`config.mk`:
```
export PLATFORM = sky130hd
export DESIGN_NAME = link_pulse_gen
export DESIGN_NICKNAME = d
export VERILOG_FILES = /design/src/rtl/link_pulse_pkg.sv /design/src/rtl/pulse_timer.sv /design/src/rtl/link_pulse_gen.sv
export SDC_FILE = /design/constraint.sdc
export NUM_CORES = 1
export LEC_CHECK = 0
export BUFFER_PORTS_ARGS = -buffer_cell sky130_fd_sc_hd__buf_2
export CELL_PAD_IN_SITES_DETAIL_PLACEMENT = 1
export CELL_PAD_IN_SITES_GLOBAL_PLACEMENT = 1
export CORE_MARGIN = 8
export CORE_UTILIZATION = 52
export DETAILED_ROUTE_END_ITERATION = 8
export GPL_TIMING_DRIVEN = 0
export PLACE_DENSITY = 0.95
export SYNTH_ARGS = -nofsm -noshare
export SYNTH_HDL_FRONTEND = slang
export SYNTH_SLANG_ARGS = --single-unit
```
`constraint.sdc`:
```
create_clock -name clk -period 3.8 [get_ports clk]
set_input_delay 0 -clock clk [delete_from_list [all_inputs] [get_ports clk]]
set_output_delay 0 -clock clk [all_outputs]
set_load 0.02 [all_outputs]
```
`src/rtl/link_pulse_pkg.sv`:
```
// Shared types and constants for the NLP / FLP link pulse generator.
package link_pulse_pkg;

  typedef enum logic [1:0] {
    ST_IDLE  = 2'd0,
    ST_WAIT  = 2'd1,
    ST_PULSE = 2'd2,
    ST_GAP   = 2'd3
  } state_e;

  localparam int unsigned FLP_SLOTS  = 33;
  localparam int unsigned SLOT_IDX_W = 6;

  localparam logic MODE_NLP = 1'b0;
  localparam logic MODE_FLP = 1'b1;

endpackage

```
`src/rtl/pulse_timer.sv`:
```
// Loadable saturating down-counter; done_c flags a zero count.
module pulse_timer #(
  parameter int unsigned W = 8
) (
  input  logic         clk,
  input  logic         rst_n,
  input  logic         load,
  input  logic [W-1:0] load_val,
  input  logic         dec,
  output logic         done_c
);

  logic [W-1:0] cnt_q;
  logic [W-1:0] cnt_d;

  always_comb begin
    cnt_d = cnt_q;
    if (load) begin
      cnt_d = load_val;
    end else if (dec && (cnt_q != '0)) begin
      cnt_d = cnt_q - W'(1);
    end
  end

  always_ff @(posedge clk or negedge rst_n) begin
    if (!rst_n) cnt_q <= '0;
    else        cnt_q <= cnt_d;
  end

  assign done_c = (cnt_q == '0);

endmodule

```
`src/rtl/link_pulse_gen.sv`:
```
// Periodic 10BASE-T NLP or clause-28 FLP burst generator with a delayed
// go strobe for the link-integrity logic.
module link_pulse_gen
  import link_pulse_pkg::*;
#(
  parameter int unsigned CLK_FREQ   = 50000000,
  parameter int unsigned PULSE_CYC  = 5,
  parameter int unsigned PERIOD_CYC = 800000,
  parameter int unsigned SLOT_CYC   = 3125,
  parameter int unsigned GO_DLY     = 30010,
  parameter int unsigned CNT_W      = $clog2(PERIOD_CYC + 1)
) (
  input  logic        clk,
  input  logic        rst_n,
  input  logic        en,
  input  logic        mode,
  input  logic [15:0] lcw,
  input  logic        tx_active,
  output logic        tx,
  output logic        go,
  output logic        busy,
  output logic        burst_done
);

  localparam int unsigned SLT_W = $clog2(SLOT_CYC + 1);
  localparam int unsigned GO_W  = $clog2(GO_DLY + 1);

  localparam logic [CNT_W-1:0]      PER_LD    = CNT_W'(PERIOD_CYC - 1);
  localparam logic [SLT_W-1:0]      PULSE_LD  = SLT_W'(PULSE_CYC - 1);
  localparam logic [SLT_W-1:0]      GAP_LD    = SLT_W'(SLOT_CYC - PULSE_CYC - 1);
  localparam logic [SLT_W-1:0]      SLOT_LD   = SLT_W'(SLOT_CYC - 1);
  localparam logic [GO_W-1:0]       GO_LD     = GO_W'(GO_DLY - 1);
  localparam logic [SLOT_IDX_W-1:0] LAST_SLOT = SLOT_IDX_W'(FLP_SLOTS - 1);

  if (!((FLP_SLOTS * SLOT_CYC < PERIOD_CYC) && (PULSE_CYC < SLOT_CYC) && (CLK_FREQ != 0)))
  begin : g_bad_params
    $error("link_pulse_gen: require 33*SLOT_CYC < PERIOD_CYC and PULSE_CYC < SLOT_CYC");
  end

  state_e                  state_q, state_d;
  logic                    mode_q, mode_d;
  logic [15:0]             lcw_q, lcw_d;
  logic [SLOT_IDX_W-1:0]   slot_q, slot_d;
  logic                    abort_q, abort_d;
  logic                    go_arm_q, go_arm_d;
  logic                    tx_q, tx_d;
  logic                    busy_q, busy_d;
  logic                    go_q, go_d;
  logic                    burst_done_q, burst_done_d;

  logic                    per_load, per_done_c;
  logic                    slt_load, slt_done_c;
  logic [SLT_W-1:0]        slt_val;
  logic                    go_load, go_done_c;
  logic                    arm_go;

  // The slot timer times the pulse, then the rest of the slot, so every
  // slot boundary lands SLOT_CYC after the previous one.
  pulse_timer #(.W(CNT_W)) u_per_tmr (
    .clk(clk), .rst_n(rst_n), .load(per_load), .load_val(PER_LD),
    .dec(state_q != ST_IDLE), .done_c(per_done_c)
  );

  pulse_timer #(.W(SLT_W)) u_slt_tmr (
    .clk(clk), .rst_n(rst_n), .load(slt_load), .load_val(slt_val),
    .dec(1'b1), .done_c(slt_done_c)
  );

  pulse_timer #(.W(GO_W)) u_go_tmr (
    .clk(clk), .rst_n(rst_n), .load(go_load), .load_val(GO_LD),
    .dec(go_arm_q), .done_c(go_done_c)
  );

  always_comb begin
    state_d      = state_q;
    mode_d       = mode_q;
    lcw_d        = lcw_q;
    slot_d       = slot_q;
    abort_d      = abort_q;
    go_arm_d     = go_arm_q;
    go_d         = 1'b0;
    burst_done_d = 1'b0;
    per_load     = 1'b0;
    slt_load     = 1'b0;
    slt_val      = PULSE_LD;
    go_load      = 1'b0;
    arm_go       = 1'b0;

    unique case (state_q)
      ST_IDLE: begin
        if (en) begin
          state_d  = ST_WAIT;
          per_load = 1'b1;
        end
      end
      ST_WAIT: begin
        if (!en) begin
          state_d = ST_IDLE;
        end else if (per_done_c) begin
          per_load = 1'b1;
          if (!tx_active) begin
            state_d  = ST_PULSE;
            mode_d   = mode;
            lcw_d    = lcw;
            slot_d   = '0;
            abort_d  = 1'b0;
            slt_load = 1'b1;
            slt_val  = PULSE_LD;
          end
        end
      end
      ST_PULSE: begin
        // An abort request is remembered so the pulse still runs full width.
        abort_d = abort_q | tx_active | ~en;
        if (slt_done_c) begin
          if (abort_d) begin
            state_d  = en ? ST_WAIT : ST_IDLE;
            per_load = en;
          end else if ((mode_q == MODE_NLP) || (slot_q == LAST_SLOT)) begin
            state_d      = ST_WAIT;
            arm_go       = 1'b1;
            burst_done_d = (mode_q == MODE_FLP);
          end else begin
            state_d  = ST_GAP;
            slt_load = 1'b1;
            slt_val  = GAP_LD;
          end
        end
      end
      ST_GAP: begin
        if (tx_active || !en) begin
          state_d  = en ? ST_WAIT : ST_IDLE;
          per_load = en;
        end else if (slt_done_c) begin
          slot_d   = slot_q + SLOT_IDX_W'(1);
          slt_load = 1'b1;
          // Odd slot 2k+1 carries lcw_q[k]; a zero bit keeps tx low all slot.
          if (!slot_d[0] || lcw_q[slot_q[4:1]]) begin
            state_d = ST_PULSE;
            slt_val = PULSE_LD;
          end else begin
            slt_val = SLOT_LD;
          end
        end
      end
    endcase

    if (!en) begin
      go_arm_d = 1'b0;
    end else if (arm_go) begin
      go_arm_d = 1'b1;
      go_load  = 1'b1;
    end else if (go_arm_q && go_done_c) begin
      go_arm_d = 1'b0;
      go_d     = 1'b1;
    end

    tx_d   = (state_d == ST_PULSE);
    busy_d = (state_d == ST_PULSE) || (state_d == ST_GAP);
  end

  always_ff @(posedge clk or negedge rst_n) begin
    if (!rst_n) begin
      state_q      <= ST_IDLE;
      mode_q       <= MODE_NLP;
      lcw_q        <= '0;
      slot_q       <= '0;
      abort_q      <= 1'b0;
      go_arm_q     <= 1'b0;
      tx_q         <= 1'b0;
      busy_q       <= 1'b0;
      go_q         <= 1'b0;
      burst_done_q <= 1'b0;
    end else begin
      state_q      <= state_d;
      mode_q       <= mode_d;
      lcw_q        <= lcw_d;
      slot_q       <= slot_d;
      abort_q      <= abort_d;
      go_arm_q     <= go_arm_d;
      tx_q         <= tx_d;
      busy_q       <= busy_d;
      go_q         <= go_d;
      burst_done_q <= burst_done_d;
    end
  end

  assign tx         = tx_q;
  assign go         = go_q;
  assign busy       = busy_q;
  assign burst_done = burst_done_q;

endmodule
```
# After elaboration in Yosys (flattened, before gate mapping)

Index checks and enable logic that the tools add are counted.
W data, S select, Z words.

Bits of input ports: 21
Output and inout port bits: 4
Register bits: 78
Word-level logic and storage cells: 129

Add/subtract/negate cells: 4
Order comparisons: 1
Equal/unequal tests: 12
Multiplexer cells: 69
Reductions and logical operators: 25
Bitwise logic cells: 5

Operators with widths:

| cell                    | number |
|---|---|
| $mux W12                | 8 |
| $mux W20                | 2 |
| $mux W1                 | 35 |
| $mux W15                | 2 |
| $mux W6                 | 5 |
| $pmux W12 S2            | 1 |
| $logic_not A20 Y1       | 1 |
| $mux W2                 | 10 |
| $reduce_bool A20 Y1     | 1 |
| $sub A20 B1 Y20 const B | 1 |
| $logic_not A15 Y1       | 1 |
| $reduce_bool A15 Y1     | 1 |
| $sub A15 B1 Y15 const B | 1 |
| $logic_not A12 Y1       | 1 |
| $pmux W6 S2             | 1 |
| $reduce_bool A12 Y1     | 1 |
| $reduce_bool A2 Y1      | 6 |
| $sub A12 B1 Y12 const B | 1 |
| $ne A2 B2 Y1 const B    | 5 |
| $eq A2 B2 Y1 const B    | 4 |
| $pmux W2 S4             | 1 |
| $reduce_and A4 Y1       | 2 |
| $add A6 B1 Y6 const B   | 1 |
| $eq A6 B6 Y1 const B    | 1 |
| 14 further kinds        | 23 |

# Longest topological paths before layout

Word-level depth: 9
Mapped depth: 9
Mapped depth without buffers: 8

# Modules after synthesis

From an unflattened synthesis, not the netlist that was laid out.

Cell total of the unflattened synthesis: 504
Area total of the unflattened synthesis: 4725.8 um^2

Modules (own cells, without submodules):

| module                  | instances | area each (um^2) | seq. area each (um^2) | cells each |
|---|---|---|---|---|
| link_pulse_gen          | 1         | 1567.8           | 750.7                 | 137 |
| pulse_timer (u_per_tmr) | 1         | 1411.4           | 500.5                 | 165 |
| pulse_timer (u_go_tmr)  | 1         | 948.4            | 375.4                 | 113 |
| pulse_timer (u_slt_tmr) | 1         | 798.3            | 300.3                 | 89 |

# Least setup slack after synthesis

OpenSTA, ideal clock, no wires.

Kind: register to register
Start point: register u_slt_tmr.cnt_q[0]
End point: register u_per_tmr.cnt_q[17]
Arrival time: 2.206 ns
Data required time: 3.722 ns
Library setup time: 0.078 ns
Stages on the path, launching flop included: 9
Path slack: 1.517 ns
Period minus slack after synthesis: 2.283 ns
Buffers on the path: 0
Path through: dfrtp_1 inv_1 ha_1 nor4b_1 nand4b_2 o21ai_2 a21oi_2 or4b_1 a21oi_1

Word-level cells in the longest chain between the ends: 4
Elaborated cells between the ends (all ways): 5
Classes of those cells: mux (3); reduce/logical (2)

RTL lines:

| what                                           | RTL line              | RTL |
|---|---|---|
| start: declaration                             | pulse_timer.sv:13     | `logic [W-1:0] cnt_q;` |
| start signal: assignment                       | pulse_timer.sv:27     | `else cnt_q <= cnt_d;` |
| $logic_not A12 Y1 *                            | pulse_timer.sv:30     | `assign done_c = (cnt_q == '0);` |
| $mux W1 *                                      | link_pulse_gen.sv:115 | `if (slt_done_c) begin` |
| $pmux W1 S4 *                                  | link_pulse_gen.sv:89  | `unique case (state_q)` |
| $mux W20 or $reduce_bool A2 Y1 (tied branches) | --                    |  |
| end signal: assignment                         | pulse_timer.sv:27     |  |
| end: declaration                               | pulse_timer.sv:13     |  |

Mark *: on every way between the ends. The rest lies on a longest branch, timed or not.
A chain may end at the register's enable or synchronous reset.

# Final worst setup path

Start point: register u_slt_tmr.cnt_q[0]
End point: register slot_q[5]

Word-level cells in the longest chain between the ends: 3

RTL lines:

| what                        | RTL line              | RTL |
|---|---|---|
| $logic_not A12 Y1           | pulse_timer.sv:30     |  |
| $ne A2 B2 Y1 (no line)      | --                    |  |
| $reduce_and A6 Y1 (no line) | --                    |  |
| end signal: assignment      | link_pulse_gen.sv:178 | `slot_q <= slot_d;` |
| end: declaration            | link_pulse_gen.sv:43  | `logic [SLOT_IDX_W-1:0] slot_q, slot_d;` |

No other way between the ends.

==> impl_summary.log <==
INFO  metric complex_gate_fraction_of_the_synthesized_area = about a tenth
INFO  metric final-hold-violation-count = 0
INFO  metric crit_start = u_slt_tmr.cnt_q[0]
INFO  metric clockRootBuffer = sky130_fd_sc_hd__clkbuf_8
INFO  metric grt_pass1_wl = between 20000 and 25000 um
INFO  metric post-synth-top-count-cell = sky130_fd_sc_hd__dfrtp_1
INFO  metric fin_crit = a little over 3 ns
INFO  metric setup_ws = roughly 0.73 ns
INFO  metric largest_family_of_logic_cells_by_synthesized_area = simple AND/OR/NAND/NOR gates
INFO  metric slew_viol_final = 0
INFO  metric post_synth_num_cell_types = 60
INFO  metric syn_avg_cell_area = a little over 10 sq um
INFO  metric antenna_cells_inserted = 0
INFO  metric ctsHtreeMaxLevel = 3
INFO  metric grt_start_max_net_pins = 57
INFO  metric static_leakage = 1.92 nW
INFO  metric tightestPinTransition = roughly 0.83 ns
INFO  metric synthesis.nets = 427
INFO  metric post-cts-setup-buffer-count = 0
INFO  metric r2r-end = slot_q[5]
INFO  metric finalWeightedCongestion = between 0.8 and 0.9
INFO  metric report.final.setup_viol = 0
INFO  metric post-layout-total-power = 1.61 mW
INFO  metric maxSlewHeadroom = a little over two fifths
INFO  metric synthTopCellsByCount = sky130_fd_sc_hd__dfrtp_1 (78), sky130_fd_sc_hd__nor2_1 (46), sky130_fd_sc_hd__nand2_1 (39)
INFO  metric tritoncts_clock_tree = built
INFO  metric post_drt_antenna_nets = 0
INFO  metric run_status = finished, final reports clean
INFO  metric grtUsageTotal = 24.2%
INFO  metric placed_area = roughly 4300 sq um
INFO  metric die-height = roughly 100 um
INFO  metric setup.worst_path.end = slot_q[5]
INFO  metric clkLatencyLatePin = approximately 0.37 ns
INFO  metric yosys.area_share.xor_xnor = 7.31%
INFO  metric setup.worst_path.class = flop to flop
INFO  metric fmaxAchievable = ~330 MHz
INFO  metric numCtsBuffers = 9
INFO  metric io_buffers = 24
INFO  metric final_cycle_share = approximately 81%
INFO  metric vias_per_inst = between 6 and 7
INFO  metric routed_wire_length_per_instance = approximately 23 um
INFO  metric layout-drive-gt1-share = between 10% and 20%
INFO  metric yosysSeqAreaShare = ~48%
INFO  metric synth.largest_area_cell = sky130_fd_sc_hd__dfrtp_1
INFO  metric timing.max_cap.violations = 0
INFO  metric globalRouteOverflowTotal = 0
INFO  metric setup.worst_path.end_class = flop
INFO  metric num-nets-final = slightly below 500
INFO  metric r2r_start = u_slt_tmr.cnt_q[0]
INFO  metric worstPathArrival = 3.30 ns
INFO  metric finClkSkew = roughly 0.031 ns
INFO  metric async_flop_share = 100%
INFO  metric stdcell_area = 4730 sq um
INFO  metric drc_violation_total_after_the_first_tritonroute_iteration = ~170
INFO  metric fp.dieW = 104 um
INFO  metric clockBufferDepth = 2
INFO  metric finalSetupTns = 0 ns
INFO  metric min-delay-path-class = input pin to asynchronous set/reset pin
INFO  metric clk_pin_slew = 0.10 ns
INFO  metric drc = 0
INFO  metric hold_buffers = 18
INFO  metric post_synth_instance_area = 4070 sq um
INFO  metric synth-simple-area-share = a little under a quarter
INFO  metric hpwl = approximately 8000 um
INFO  metric drt-pass1-iter-count = 4
INFO  metric synth_top_flop_cell = sky130_fd_sc_hd__dfrtp_1
INFO  metric syn-instance-count = roughly 400
INFO  metric post_cts_resize_count = 0
INFO  metric ff2ff_path_depth = 8
INFO  metric timing.critical_path.fanout_max = 9
INFO  metric route.vias.total = about 3.5k
INFO  metric routed_wirelength = ~13000 um
INFO  metric dp_slack = roughly 0.84 ns
INFO  metric critPathRequiredTime = between 4 and 5 ns
INFO  metric fp.coreArea = roughly 7600 sq um
INFO  metric io_pins = 25
INFO  metric cts.sink_count = 78
INFO  metric synth_area_leaders = sky130_fd_sc_hd__dfrtp_1 (48%), sky130_fd_sc_hd__mux2_2 (4.7%), sky130_fd_sc_hd__nor2_1 (4.2%), sky130_fd_sc_hd__xnor2_1 (3.7%), sky130_fd_sc_hd__xor2_1 (3.7%)
INFO  metric yosysWarnings = 0
INFO  metric areaGrowthSynthToFinish = 16.2%
INFO  metric first_global_vias = roughly 3.9k
INFO  metric timing.critical_path.from_type = flop
INFO  metric worst-r2r-setup-slack = ~0.73 ns
INFO  metric synth-edff-count = 0
INFO  metric fill_cells = between 800 and 900
INFO  metric synth_top_area_share = between 40% and 50%
INFO  metric pwr_density_cell = about 340 nW/um^2
INFO  metric unrepaired_setup_endpoints_after_global_routing = false
INFO  metric synth.area.mux_share = under 10%
INFO  metric maximum_vdd_ir_drop = ~0.00019 V
INFO  metric fp.dieArea = roughly 11000 sq um
INFO  metric core.rowCount = 32
INFO  metric initial_utilization = 53.2%
INFO  metric synth_fa_ha_area_share = ~2.2%
INFO  metric count_of_state_elements_after_synthesis = slightly below 80
INFO  metric grt_antenna_before_repair = 0
[final cells by class]
cell class                      instances  area, sq um  area share, %
Clock buffer                            9          124           2.62
Timing Repair Buffer                   43          330           6.98
Inverter                               15         56.3           1.19
Clock inverter                          7         78.8           1.67
Sequential cell                        78         1950           41.2
Multi-Input combinational cell        294         2010           42.6
Buffer                                 12         48.8           1.03
Tap cell                              102          128           2.70
[cell families after synthesis]
group                      Yosys count
and+or+nand+nor                    175
DFF                                 78
AOI/OAI and AO/OA                   55
xor gates and xnor gates            34
buffers and inverters               27
muxes                               23
adders and majority gates            7
[cells in the final DEF (no fill, tap or decap), types with 7 or more instances in the layout]
master,netlist,final
sky130_fd_sc_hd__nand4_1,7,7
sky130_fd_sc_hd__inv_1,15,15
sky130_fd_sc_hd__mux2_2,17,17
sky130_fd_sc_hd__nor2_1,46,46
sky130_fd_sc_hd__or3_1,7,7
sky130_fd_sc_hd__or4_1,7,7
sky130_fd_sc_hd__nand2_1,39,39
sky130_fd_sc_hd__dlygate4sd3_1,0,18
sky130_fd_sc_hd__dfrtp_1,78,78
sky130_fd_sc_hd__nand3_1,15,15
sky130_fd_sc_hd__clkbuf_8,0,9
sky130_fd_sc_hd__a21oi_1,10,10
sky130_fd_sc_hd__xor2_1,17,17
sky130_fd_sc_hd__nor3_1,9,9
sky130_fd_sc_hd__ha_1,7,7
sky130_fd_sc_hd__o21ai_0,11,11
sky130_fd_sc_hd__buf_2,3,26
sky130_fd_sc_hd__xnor2_1,17,17
sky130_fd_sc_hd__clkbuf_1,9,9
[sequential cells by signal (all words and copies together), names as in the netlist]
name             flops
u_per_tmr.cnt_q     20
lcw_q               16
u_go_tmr.cnt_q      15
u_slt_tmr.cnt_q     12
slot_q               6
state_q              2
abort_q              1
burst_done           1
busy                 1
go                   1
go_arm_q             1
mode_q               1
tx                   1
[where the power goes]
group          internal, mW  leakage, nW  total, mW  switching, mW
sequential            0.837        0.911      0.846        0.00838
clock                 0.312        0.105      0.666          0.354
combinational        0.0396        0.901     0.0973         0.0576
[metrics by stage]
step,util [%],cells,hold WS (ns)
finish,61.9,560,0.115
global route,61.9,560,0.118
CTS,61.9,560,0.0799
detailed placement,56.9,526,-0.0725
global placement,56.5,525,0.232
floorplan,-,399,-0.296
[how the worst min path moves through the flow]
stage          cells past startpoint  slack, ns    from                  to
2_1_floorplan                      0      -0.30   rst_n             abort_q
3_3_place_gp                       2       0.23  lcw[8]            lcw_q[8]
3_5_place_dp                       1      -0.07   rst_n  u_slt_tmr.cnt_q[8]
4_1_cts                            2       0.08   rst_n  u_slt_tmr.cnt_q[8]
5_1_grt                            2       0.12   rst_n  u_slt_tmr.cnt_q[8]
6_report                           2       0.11   rst_n  u_slt_tmr.cnt_q[8]
[critical path, stage by stage (launching register included)]
cell and delay, ns:
sky130_fd_sc_hd__dfrtp_1 0.43, sky130_fd_sc_hd__inv_1 0.13, sky130_fd_sc_hd__ha_1 0.18, sky130_fd_sc_hd__nor4b_1 0.68, sky130_fd_sc_hd__nand4b_2 0.41, sky130_fd_sc_hd__nor2_1 0.53, sky130_fd_sc_hd__nand4_1 0.22, sky130_fd_sc_hd__xor2_1 0.28
sky130_fd_sc_hd__nor2_1 0.09
[metal layers]
| metal | routed length (um) | share of wire [%] | vias to the layer above | GRT usage, % |
|---|---|---|---|---|
| li1 | - | - | 1526 | - |
| met1 | 5000 | 39 | 1767 | 27.0 |
| met2 | 6670 | 52 | 113 | 43.1 |
| met3 | 566 | 4.4 | 44 | 4.46 |
| met4 | 552 | 4.3 | 0 | 11.9 |
| met5 | 0 | 0 | - | 0 |
(Power assumes the default switching activity.)
